### config.mk
export PLATFORM = sky130hd
export DESIGN_NAME = usb_rx_crc_ctrl
export DESIGN_NICKNAME = d
export VERILOG_FILES = /design/src/rtl/usb_rx_crc_ctrl.sv
export SDC_FILE = /design/constraint.sdc
export NUM_CORES = 1
export LEC_CHECK = 0
export ABC_AREA = 1
export CORE_MARGIN = 2
export CORE_UTILIZATION = 55
export CTS_CLUSTER_SIZE = 30
export DETAILED_ROUTE_END_ITERATION = 8
export DONT_BUFFER_PORTS = 1
export PLACE_DENSITY = 0.7
export SKIP_LAST_GASP = 1
export SLEW_MARGIN = 20
export SYNTH_ARGS = -nofsm -noshare
export SYNTH_HDL_FRONTEND = slang
export SYNTH_SLANG_ARGS = --single-unit
### constraint.sdc
create_clock -name clk -period 3.2 [get_ports clk]
set_clock_uncertainty 0.05 [all_clocks]
set_input_delay 0.64 -clock clk [delete_from_list [all_inputs] [get_ports clk]]
set_output_delay 0.64 -clock clk [all_outputs]
set_load 0.005 [all_outputs]
### src/rtl/usb_rx_crc_ctrl.sv
// usb_rx_crc_ctrl
// Receive-side sequencer for the USB CRC5/CRC16 shift-register generator.
// It follows each packet from SOP to EOP, decodes the 8-bit PID and steers
// only the post-PID bits into the CRC register that matches the packet type.
// At EOP it checks the residual and the bit count, and reports a one-cycle
// result strobe with error flags.
//
// Ports:
//   clk, n_rst      clock, asynchronous active-low reset
//   sop, eop        one-cycle start / end of packet pulses
//   bit_valid       one destuffed bit is present on rx_bit this cycle
//   rx_bit          received bit, LSB first
//   crc5_in         generator CRC5 register
//   crc16_in        generator CRC16 register
//   CLEAR           clear both generator registers (follows sop)
//   shift_enable    advance the selected generator register
//   enable_CRC5     CRC5 register selected (token packets)
//   enable_CRC16    CRC16 register selected (data packets)
//   pid             PID[3:0] of the last decoded packet
//   done            one-cycle result strobe
//   crc_err         nonzero residual, valid with done
//   len_err         illegal bit count, valid with done
//   pid_err         bad / unsupported PID or EOP inside the PID, valid with done
//
// Handshake: there is no back-pressure. sop, eop and bit_valid are
// single-cycle qualifiers sampled on the rising clock edge; a bit_valid in the
// same cycle as sop or eop is discarded. done is a single-cycle strobe and the
// error flags hold their value until the next done.
module usb_rx_crc_ctrl #(
  parameter int MAX_DATA_BYTES = 64,
  parameter int CNT_W          = 11
) (
  input  logic        clk,
  input  logic        n_rst,
  input  logic        sop,
  input  logic        eop,
  input  logic        bit_valid,
  input  logic        rx_bit,
  input  logic [4:0]  crc5_in,
  input  logic [15:0] crc16_in,
  output logic        CLEAR,
  output logic        shift_enable,
  output logic        enable_CRC5,
  output logic        enable_CRC16,
  output logic [3:0]  pid,
  output logic        done,
  output logic        crc_err,
  output logic        len_err,
  output logic        pid_err
);

  // Largest legal post-PID bit count: payload plus the two CRC bytes.
  localparam int MAX_BITS = 8 * (MAX_DATA_BYTES + 2);

  typedef enum logic [2:0] {
    S_IDLE,
    S_PID,
    S_TOKEN,
    S_DATA,
    S_HSHAKE,
    S_SKIP,
    S_CHECK
  } state_t;

  state_t             state, state_nx;
  // Remembers which packet state led into CHECK so the right checks are applied.
  state_t             src, src_nx;
  logic [7:0]         pid_sr, pid_sr_nx;
  logic [2:0]         pid_cnt, pid_cnt_nx;
  logic [CNT_W-1:0]   bit_cnt, bit_cnt_nx;
  logic               ovf, ovf_nx;
  logic [3:0]         pid_nx;
  logic               done_nx, crc_err_nx, len_err_nx, pid_err_nx;

  logic [7:0]         pid_shift;
  logic [CNT_W-1:0]   cnt_inc;

  // PID bits arrive LSB first, so new bits enter at the top.
  assign pid_shift = {rx_bit, pid_sr[7:1]};
  // Saturating increment; overflow is tracked separately by ovf.
  assign cnt_inc   = (bit_cnt == {CNT_W{1'b1}}) ? bit_cnt : bit_cnt + CNT_W'(1);

  function automatic state_t decode_pid(input logic [7:0] p);
    state_t r;
    if (p[7:4] != ~p[3:0]) begin
      r = S_SKIP;
    end else if (p[1:0] == 2'b01 || p[3:0] == 4'b0100) begin
      r = S_TOKEN;  // OUT/IN/SOF/SETUP and PING carry a CRC5
    end else if (p[1:0] == 2'b11) begin
      r = S_DATA;
    end else if (p[1:0] == 2'b10) begin
      r = S_HSHAKE;
    end else begin
      r = S_SKIP;   // remaining special PIDs are not supported
    end
    return r;
  endfunction

  // Generator control is purely a function of the current state and strobes.
  assign CLEAR        = sop;
  assign shift_enable = bit_valid & ((state == S_TOKEN) | (state == S_DATA)) & ~eop & ~sop;
  assign enable_CRC5  = (state == S_TOKEN);
  assign enable_CRC16 = (state == S_DATA);

  always_ff @(posedge clk or negedge n_rst) begin
    if (!n_rst) begin
      state   <= S_IDLE;
      src     <= S_IDLE;
      pid_sr  <= '0;
      pid_cnt <= '0;
      bit_cnt <= '0;
      ovf     <= 1'b0;
      pid     <= '0;
      done    <= 1'b0;
      crc_err <= 1'b0;
      len_err <= 1'b0;
      pid_err <= 1'b0;
    end else begin
      state   <= state_nx;
      src     <= src_nx;
      pid_sr  <= pid_sr_nx;
      pid_cnt <= pid_cnt_nx;
      bit_cnt <= bit_cnt_nx;
      ovf     <= ovf_nx;
      pid     <= pid_nx;
      done    <= done_nx;
      crc_err <= crc_err_nx;
      len_err <= len_err_nx;
      pid_err <= pid_err_nx;
    end
  end

  always_comb begin
    state_nx   = state;
    src_nx     = src;
    pid_sr_nx  = pid_sr;
    pid_cnt_nx = pid_cnt;
    bit_cnt_nx = bit_cnt;
    ovf_nx     = ovf;
    pid_nx     = pid;
    done_nx    = 1'b0;
    crc_err_nx = crc_err;
    len_err_nx = len_err;
    pid_err_nx = pid_err;

    if (sop) begin
      // sop always restarts, including an abort of a packet in progress.
      state_nx   = S_PID;
      pid_sr_nx  = '0;
      pid_cnt_nx = '0;
      bit_cnt_nx = '0;
      ovf_nx     = 1'b0;
    end else begin
      case (state)
        S_IDLE: begin
        end

        S_PID: begin
          if (eop) begin
            state_nx = S_CHECK;
            src_nx   = S_PID;
          end else if (bit_valid) begin
            pid_sr_nx  = pid_shift;
            pid_cnt_nx = pid_cnt + 3'd1;
            if (pid_cnt == 3'd7) begin
              pid_nx   = pid_shift[3:0];
              state_nx = decode_pid(pid_shift);
            end
          end
        end

        S_TOKEN, S_DATA: begin
          if (eop) begin
            state_nx = S_CHECK;
            src_nx   = state;
          end else if (bit_valid) begin
            bit_cnt_nx = cnt_inc;
            if ({{(32 - CNT_W){1'b0}}, cnt_inc} > 32'(MAX_BITS)) begin
              ovf_nx = 1'b1;
            end
          end
        end

        S_HSHAKE: begin
          if (eop) begin
            state_nx = S_CHECK;
            src_nx   = S_HSHAKE;
          end else if (bit_valid) begin
            bit_cnt_nx = cnt_inc;
          end
        end

        S_SKIP: begin
          if (eop) begin
            state_nx = S_CHECK;
            src_nx   = S_SKIP;
          end
        end

        S_CHECK: begin
          state_nx   = S_IDLE;
          done_nx    = 1'b1;
          crc_err_nx = 1'b0;
          len_err_nx = 1'b0;
          pid_err_nx = 1'b0;
          case (src)
            S_TOKEN: begin
              len_err_nx = (bit_cnt != CNT_W'(16));
              crc_err_nx = (crc5_in != 5'd0);
            end
            S_DATA: begin
              len_err_nx = (bit_cnt < CNT_W'(16)) | (bit_cnt[2:0] != 3'd0) | ovf;
              crc_err_nx = (crc16_in != 16'd0);
            end
            S_HSHAKE: begin
              len_err_nx = (bit_cnt != '0);
            end
            S_PID: begin
              pid_err_nx = 1'b1;
              len_err_nx = 1'b1;
            end
            default: begin
              pid_err_nx = 1'b1;  // SKIP: bad or unsupported PID
            end
          endcase
        end

        default: state_nx = S_IDLE;
      endcase
    end
  end

endmodule

# ---- Word-level counts from Yosys, hierarchy flattened
# Index checks and enable logic that the tools add are counted.
dict set report word_totals {
  reg_bits 37
  in_bits 27
  output_inout_bits 12
  wordCells 112
}
dict set report op_classes {
  add_sub_neg 2
  n_lt_le_gt_ge 2
  n_eq_ne 27
  mux 38
  bitwise_logic 9
  reduce_logical 23
}
# operator count
set ops {}
lappend ops {{2-to-1 mux 11 bit} 5}
lappend ops {{2-to-1 mux 3 bit} 16}
lappend ops {{2-to-1 mux 8 bit} 4}
lappend ops {{nonzero test 16 bit} 1}
lappend ops {{equality test 3 bit (second input constant)} 5}
lappend ops {{equality test 3 x 2 -> 1 bit (second input constant)} 4}
lappend ops {{!= test 2 bit (second input constant)} 6}
lappend ops {{case mux 3 bit (4 select lines)} 1}
lappend ops {{adder 11 x 1 -> 11 bit (second input constant)} 1}
lappend ops {{equality test 11 bit (second input constant)} 1}
lappend ops {{> comparator 11 x 10 -> 1 bit (second input constant)} 1}
lappend ops {{< comparator 11 x 5 -> 1 bit (second input constant)} 1}
lappend ops {{!= test 11 x 5 -> 1 bit (second input constant)} 1}
lappend ops {{nonzero test 11 bit} 1}
lappend ops {{nonzero test 2 bit} 5}
lappend ops {{2-to-1 mux 1 bit} 9}
lappend ops {{case mux 3 bit (3 select lines)} 1}
lappend ops {{!= test 4 bit (second input constant)} 2}
lappend ops {{AND reduction 4 bit} 2}
lappend ops {{equality test 3 x 1 -> 1 bit (second input constant)} 2}
lappend ops {{AND reduction 3 bit} 2}
lappend ops {{AND reduction 6 bit} 1}
lappend ops {{OR reduction 3 bit} 2}
lappend ops {{AND reduction 5 bit} 1}
lappend ops {{other kinds (20)} 26}

# ---- Logic depth before layout (Yosys ltp)
# Gate-level depths: netlist of run 1.
dict set report depth {
  depth_word 10
  ltp_mapped 12
}

# ---- Least setup slack after synthesis of run 1
# Ideal clock, no wire load.
dict set report synth_path {
  path_kind {input -> output}
  start {in bit_valid}
  end {out shift_enable}
  arrival_time_ps 1075
  required_time_ps 2510
  path_slack_ps 1435
  stages 4
  cell_sequence {inv_1 nor2_1 inv_1 nor3_1}
}
dict set report synth_via {
  elab_chain_len 3
}
# element line
set synth_lines {}
lappend synth_lines {{start: declaration} 37} ;# input logic bit_valid,
lappend synth_lines {{bitwise AND 1 bit (3 in series)} 101} ;# assign shift_enable = bit_valid & ((state == S_TOKEN) | (state == S_DATA)) & ~eop & ~sop;
lappend synth_lines {{end: declaration} 42} ;# output logic shift_enable,
# Every way passes these cells.

# ---- Final worst setup path of run 1
dict set report layout_path {
  start {reg state[2]}
  end {out shift_enable}
}
dict set report layout_via {
  elab_chain_len 5
  word_cells_on_any_way 6
  classes_between {2 x eq/ne; 4 x bitwise}
}
# element line
set layout_lines {}
lappend layout_lines {{start: declaration} 65} ;# state_t state, state_nx;
lappend layout_lines {{start signal: assignment} 119} ;# state <= state_nx;
lappend layout_lines {{equality test 3 x 2 -> 1 bit} 101}
lappend layout_lines {{bitwise OR 1 bit (*)} 101}
lappend layout_lines {{bitwise AND 1 bit (*) (3 in series)} 101}
# Mark *: on every way between the ends. The rest lies on a longest branch, timed or not.

==> results.toml, run 1 <==
[timing]
tightest_slew_ns = 0.466
rsz0062_at_grt = "false"
timing.fmax_mhz = 442
post-route-period-util_pct = 70.6
tns_ns = 0
finalSetupViolCount = 0
finalHoldViolCount = 0
min_period_ns = 2.26
slew_violations = 0
max_slew_margin_pct = 68.7

[floorplan]
io_pins = 39
rows = 23
dieArea_mm2 = 0.00471
die_y_um = 68.6
start_util_pct = 57.5
die_x_um = 68.6
core-area_mm2 = 0.00400

[cells_and_area]
num-nets-final = 340
drive_gt1_share_pct = 14.7
n_antenna_cell = 0
area_growth_pct = 8.00

[global_route]
first_global_vias = 1812
grt_antenna_before_repair = 0
grt-ovfl-total = 0
grt_pass1_wl_um = 7900
grt_max_degree = 37
grt_usage_pct = 22.9

[setup_path]
r2r_slack_ns = 1.34
slowest_stage = "dfrtp_1"
critPathMaxFanout = 6
cpMostUsedCell = "inv_1"
r2r_start = "state[2]"
rr_endpoint = "bit_cnt[4]"
cp-start-kind = "register"
worstPathRequired_ns = 2.51
critPathKind = "reg -> out"
path_cells = "inv_1 -> ha_1 -> inv_1 -> nor3_1"
max_stage_delay_ns = 0.44
cp.arrival_ns = 1.57
r2r_cells = 9
cp-end-kind = "output port"

[clocking]
root_buffer = "clkbuf_8"
cts.htree.levels = 2
cts_buffers = 5
clock_path_buffers = 2
post_cts_resized = 0
worstSkewPairLatency_ns = 0.29
clk_pin_slew_ns = 0.08
cts_setup_buffers = 0
cts.sink_count = 36
ctsHoldBuffers = 1
cts_tree = "done"

[drt]
routed_wl_um = 4770
num_vias = 1986
vias_per_cell = 5.56
detail-route-antenna-nets = 0
first_pass_iters = 4
post_drt_wl_per_cell_um = 13.4
first_iter_violations = 131
drc = 0

[logic_synthesis]
synth-edff-count = 0
ys_seq_area_share_pct = 39.2
post-synth-top-count-cell = "nand2_1"
syn_area_mm2 = 0.00230
yosysUniqueCellTypes = 39
ys_ff_latch = 36
postSynth.asyncResetShare_pct = 100
syn_avg_cell_area_um2 = 7.66
yosysWarnings = 0
synthTopCellsByCount = "nand2_1, dfrtp_1, inv_1"
synth_ff_type = "dfrtp_1"
synth_top_cell_area_share_pct = 39.2
synth.area.top_cells = "dfrtp_1, nand2_1, inv_1, nand3_1, nor2_1"
syn_nets = 334
syn-instance-count = 300
yosysTopAreaCell = "dfrtp_1"

[pwr]
power.leakage_nw = 1.18
power_mw = 1.48
vdd_drop_max_uv = 343
power_density_mw_per_mm2 = 598

[placed_design]
gp_congestion = 0.888
hpwl_um = 3580
io_buffers = 0

[flow_run]
maxCapViolCount = 0

[outcome]
status = "finished, final reports clean"

[min_path]
hold_path.class = "in -> async"
report_power, final:
group | switching, mW | internal (mW)
Combinational | 0.306 | 0.166
Clock | 0.171 | 0.231
Sequential | 0.0828 | 0.528
Total | 0.560 | 0.925
cell families (layout without fill, tap and decap cells):
family          count (synthesis)  count (layout)  synth area share (%)
buf+inv                        47              54                  8.00
simple gates                  156             156                  34.1
fa+ha+maj                       7               7                  3.81
xor+xnor                        3               3                  1.14
compound gates                 51              51                  13.8
flops                          36              36                  39.2
registers in the layout, summed over array words and instances (netlist names):
name     flops
crc_err      1
pid          4
pid_err      1
state        3
bit_cnt     11
src          3
len_err      1
pid_cnt      3
done         1
pid_sr       7
ovf          1
through the flow:
step / cells / util, % / cell area (um2) / hold slack [ns] / setup slack [ns]
after floorplan: 300 / - / 2300 / 0.294 / 1.44
after global placement: 348 / 58.8 / 2350 / 0.295 / 1.27
after detailed placement: 348 / 58.8 / 2350 / 0.295 / 1.24
after CTS: 357 / 62.1 / 2480 / 0.125 / 0.916
after global routing: 357 / 62.1 / 2480 / 0.122 / 0.803
final: 357 / 62.1 / 2480 / 0.122 / 0.939
worst max-delay path: cells and delay by family (launching register included):
kind | cells | cell delay [ns]
buf+inv | 2 | 0.29
fa+ha+maj | 1 | 0.19
simple gates | 1 | 0.37
flops | 1 | 0.44
area by class of cell:
| type | instances | area [um2] |
|---|---|---|
| fillers | 371 | 1520 |
| multi-input cells | 217 | 1210 |
| flip-flops and latches | 36 | 901 |
| inverters | 44 | 166 |
| clock buffers | 5 | 68.8 |
| well taps | 50 | 62.6 |
| clock inverters | 3 | 42.5 |
| repair buffers | 2 | 27.5 |
layer usage:
| layer | GRT usage [%] | wire [um] |
|---|---|---|
| met5 | 0 | 0 |
| met4 | 10.0 | 100 |
| met3 | 5.52 | 290 |
| met2 | 36.9 | 2240 |
| met1 | 29.3 | 2140 |
placed cells by master (no fill, tap or decap), types with 6 or more instances in the layout:
master / netlist / routed
dfrtp_1: 36 / 36
nor2_1: 31 / 31
a21oi_1: 8 / 8
nand4_1: 6 / 6
nand3_1: 24 / 24
inv_2: 9 / 9
ha_1: 7 / 7
o22ai_1: 9 / 9
o21ai_0: 15 / 15
nand2_1: 63 / 63
nor3_1: 7 / 7
inv_1: 34 / 34
how the worst max path moves through the flow:
stage | start | endpoint | slack (ns) | cells after the start
floorplan | bit_valid | shift_enable | 1.44 | 4
global placement | bit_valid | shift_enable | 1.27 | 4
detailed placement | state[2] | shift_enable | 1.24 | 4
CTS | state[2] | shift_enable | 0.92 | 4
global route | state[2] | shift_enable | 0.80 | 4
finish | state[2] | shift_enable | 0.94 | 4
(Power assumes the default switching activity.)
==> run 2, diff against run 1 <==
- PLACE_DENSITY: 0.7 -> 0.73
- clock period: 3.2 -> 2.01 ns (I/O delays scaled with it)
==> run 2 against run 1 <==
Net effect:
- non-clock buffer count rose by 2
- sequential cell count unchanged
- total power increased by 53%
- hold slack better by 0.033 ns
- final cell count increased by 0.56%
- global-route usage increased by 0.093 points
- combinational power is 65% higher
- clock-buffer cell count rose by 3
- worst setup slack lost 0.73 ns
- utilization hardly changed
- largest power group unchanged
==> results.toml, run 2 (synthesis results as in run 1) <==
[placed_design]
dp.cells = 349
io_buffers = 0
placed_area_mm2 = 0.00236
dp_slack_ns = 0.234
gp_congestion = 0.899
hpwl_um = 3760

[pwr]
power_density_mw_per_mm2 = 917
power_mw = 2.28
vdd_drop_max_uv = 476
power.leakage_nw = 1.18

[drt]
met1_length_um = 2150
first_iter_violations = 131
wl_met3_um = 246
vias_per_cell = 5.57
num_vias = 2000
detail-route-antenna-nets = 0
met2_length_um = 2420
first_pass_iters = 5
top_layer_used = "met4"
routed_wl_um = 4900
drc = 0
post_drt_wl_per_cell_um = 13.6

[global_route]
grt_usage_pct = 23.0
first_global_vias = 1822
grt-ovfl-total = 0
grt_pass1_wl_um = 8070
grt_max_degree = 37
grt_antenna_before_repair = 0

[clocking]
cts.sink_count = 36
cts.htree.levels = 2
cts_buffers = 5
cts_setup_buffers = 0
clk_pin_slew_ns = 0.07
root_buffer = "clkbuf_8"
clock_path_buffers = 2
cts_tree = "done"
worstSkewPairLatency_ns = 0.29

[setup_path]
critPathKind = "reg -> reg"
cp-start-kind = "register"
cp.arrival_ns = 1.93
critPathMaxFanout = 10
r2r_start = "bit_cnt[0]"
worstPathRequired_ns = 2.14
cp-startpoint = "bit_cnt[0]"
cp-end-kind = "register"

[timing]
timing.fmax_mhz = 554
min_period_ns = 1.80
max_slew_margin_pct = 71.9
tightest_slew_ns = 0.419
setup_ws_ns = 0.206
whs_ns = 0.154
finalSetupViolCount = 0
tns_ns = 0
finalHoldViolCount = 0
slew_violations = 0
post-route-period-util_pct = 89.8
rsz0062_at_grt = "false"

[cells_and_area]
n_antenna_cell = 0
fillers = 364
drive_gt1_share_pct = 14.6
fin_area_mm2 = 0.00248
num-nets-final = 342
mostFrequentLayoutCells = "nand2_1, dfrtp_1, inv_1"
top_register = "bit_cnt"
largest_registers = "bit_cnt: 11 flops, pid_sr: 7 flops, pid: 4 flops"
final_common_cell = "nand2_1"
fin_util_pct = 62.1
area_growth_pct = 8.06
final_cells = 359
largest_reg_flops = 11

[floorplan]
die_y_um = 68.6
io_pins = 39
rows = 23
start_util_pct = 57.5
die_x_um = 68.6
dieArea_mm2 = 0.00471
core-area_mm2 = 0.00400

[flow_run]
maxCapViolCount = 0

[outcome]
status = "finished, final reports clean"

[min_path]
min-delay-start = "sop"
hold_path.class = "in -> reg"
-- run 2: worst max-delay path, stage by stage (launching register included) --
cell and delay [ns]:
dfrtp_1 0.41, ha_1 0.25, nand3_2 0.12, clkinv_2 0.13, nand3_4 0.14, inv_2 0.07
nor2_2 0.15, nand2_1 0.07, nor2_1 0.10, nand3_1 0.08, nand3_1 0.08, nand2_1 0.05
-- run 2: what timing repair did --
item	4_1_cts	5_1_grt
hold buffers	2	0
endpoints found under the hold margin	36	0
resized for setup	0	1
setup endpoints to repair	0	1
-- run 2: worst paths after layout --
check                              endpoint  slack [ns]  cells after the start
worst min register to register   pid_cnt[1]        0.45                      1
max in group asynchronous        bit_cnt[2]        1.21                      2
min in group asynchronous       bit_cnt[10]        0.51                      2
worst max register to register          ovf        0.21                     11
worst min-delay path                   done        0.15                      1
worst max-delay path                    ovf        0.21                     11
-- run 2: final cells by class --
type                            count  area (um2)  share of cell area [%]
Tap cell                           50        62.6                    2.52
Multi-Input combinational cell    217        1220                    49.1
Clock buffer                        8        90.1                    3.63
Timing Repair Buffer                4        45.0                    1.81
Sequential cell                    36         901                    36.3
Inverter                           44         166                    6.70
-- run 2: report_power, final --
| group | internal (mW) | leakage [nW] | switching (mW) |
|---|---|---|---|
| sequential | 0.841 | 0.483 | 0.128 |
| combinational | 0.279 | 0.656 | 0.502 |
| clock | 0.279 | 0.0455 | 0.247 |
| total | 1.40 | 1.18 | 0.878 |
-- run 2: routing by layer --
| layer | vias to the layer above | track usage (%) |
|---|---|---|
| met4 | 0 | 7.00 |
| met2 | 44 | 39.3 |
| met1 | 927 | 28.3 |
| li1 | 1022 | - |
| met5 | - | 0 |
| met3 | 7 | 6.17 |
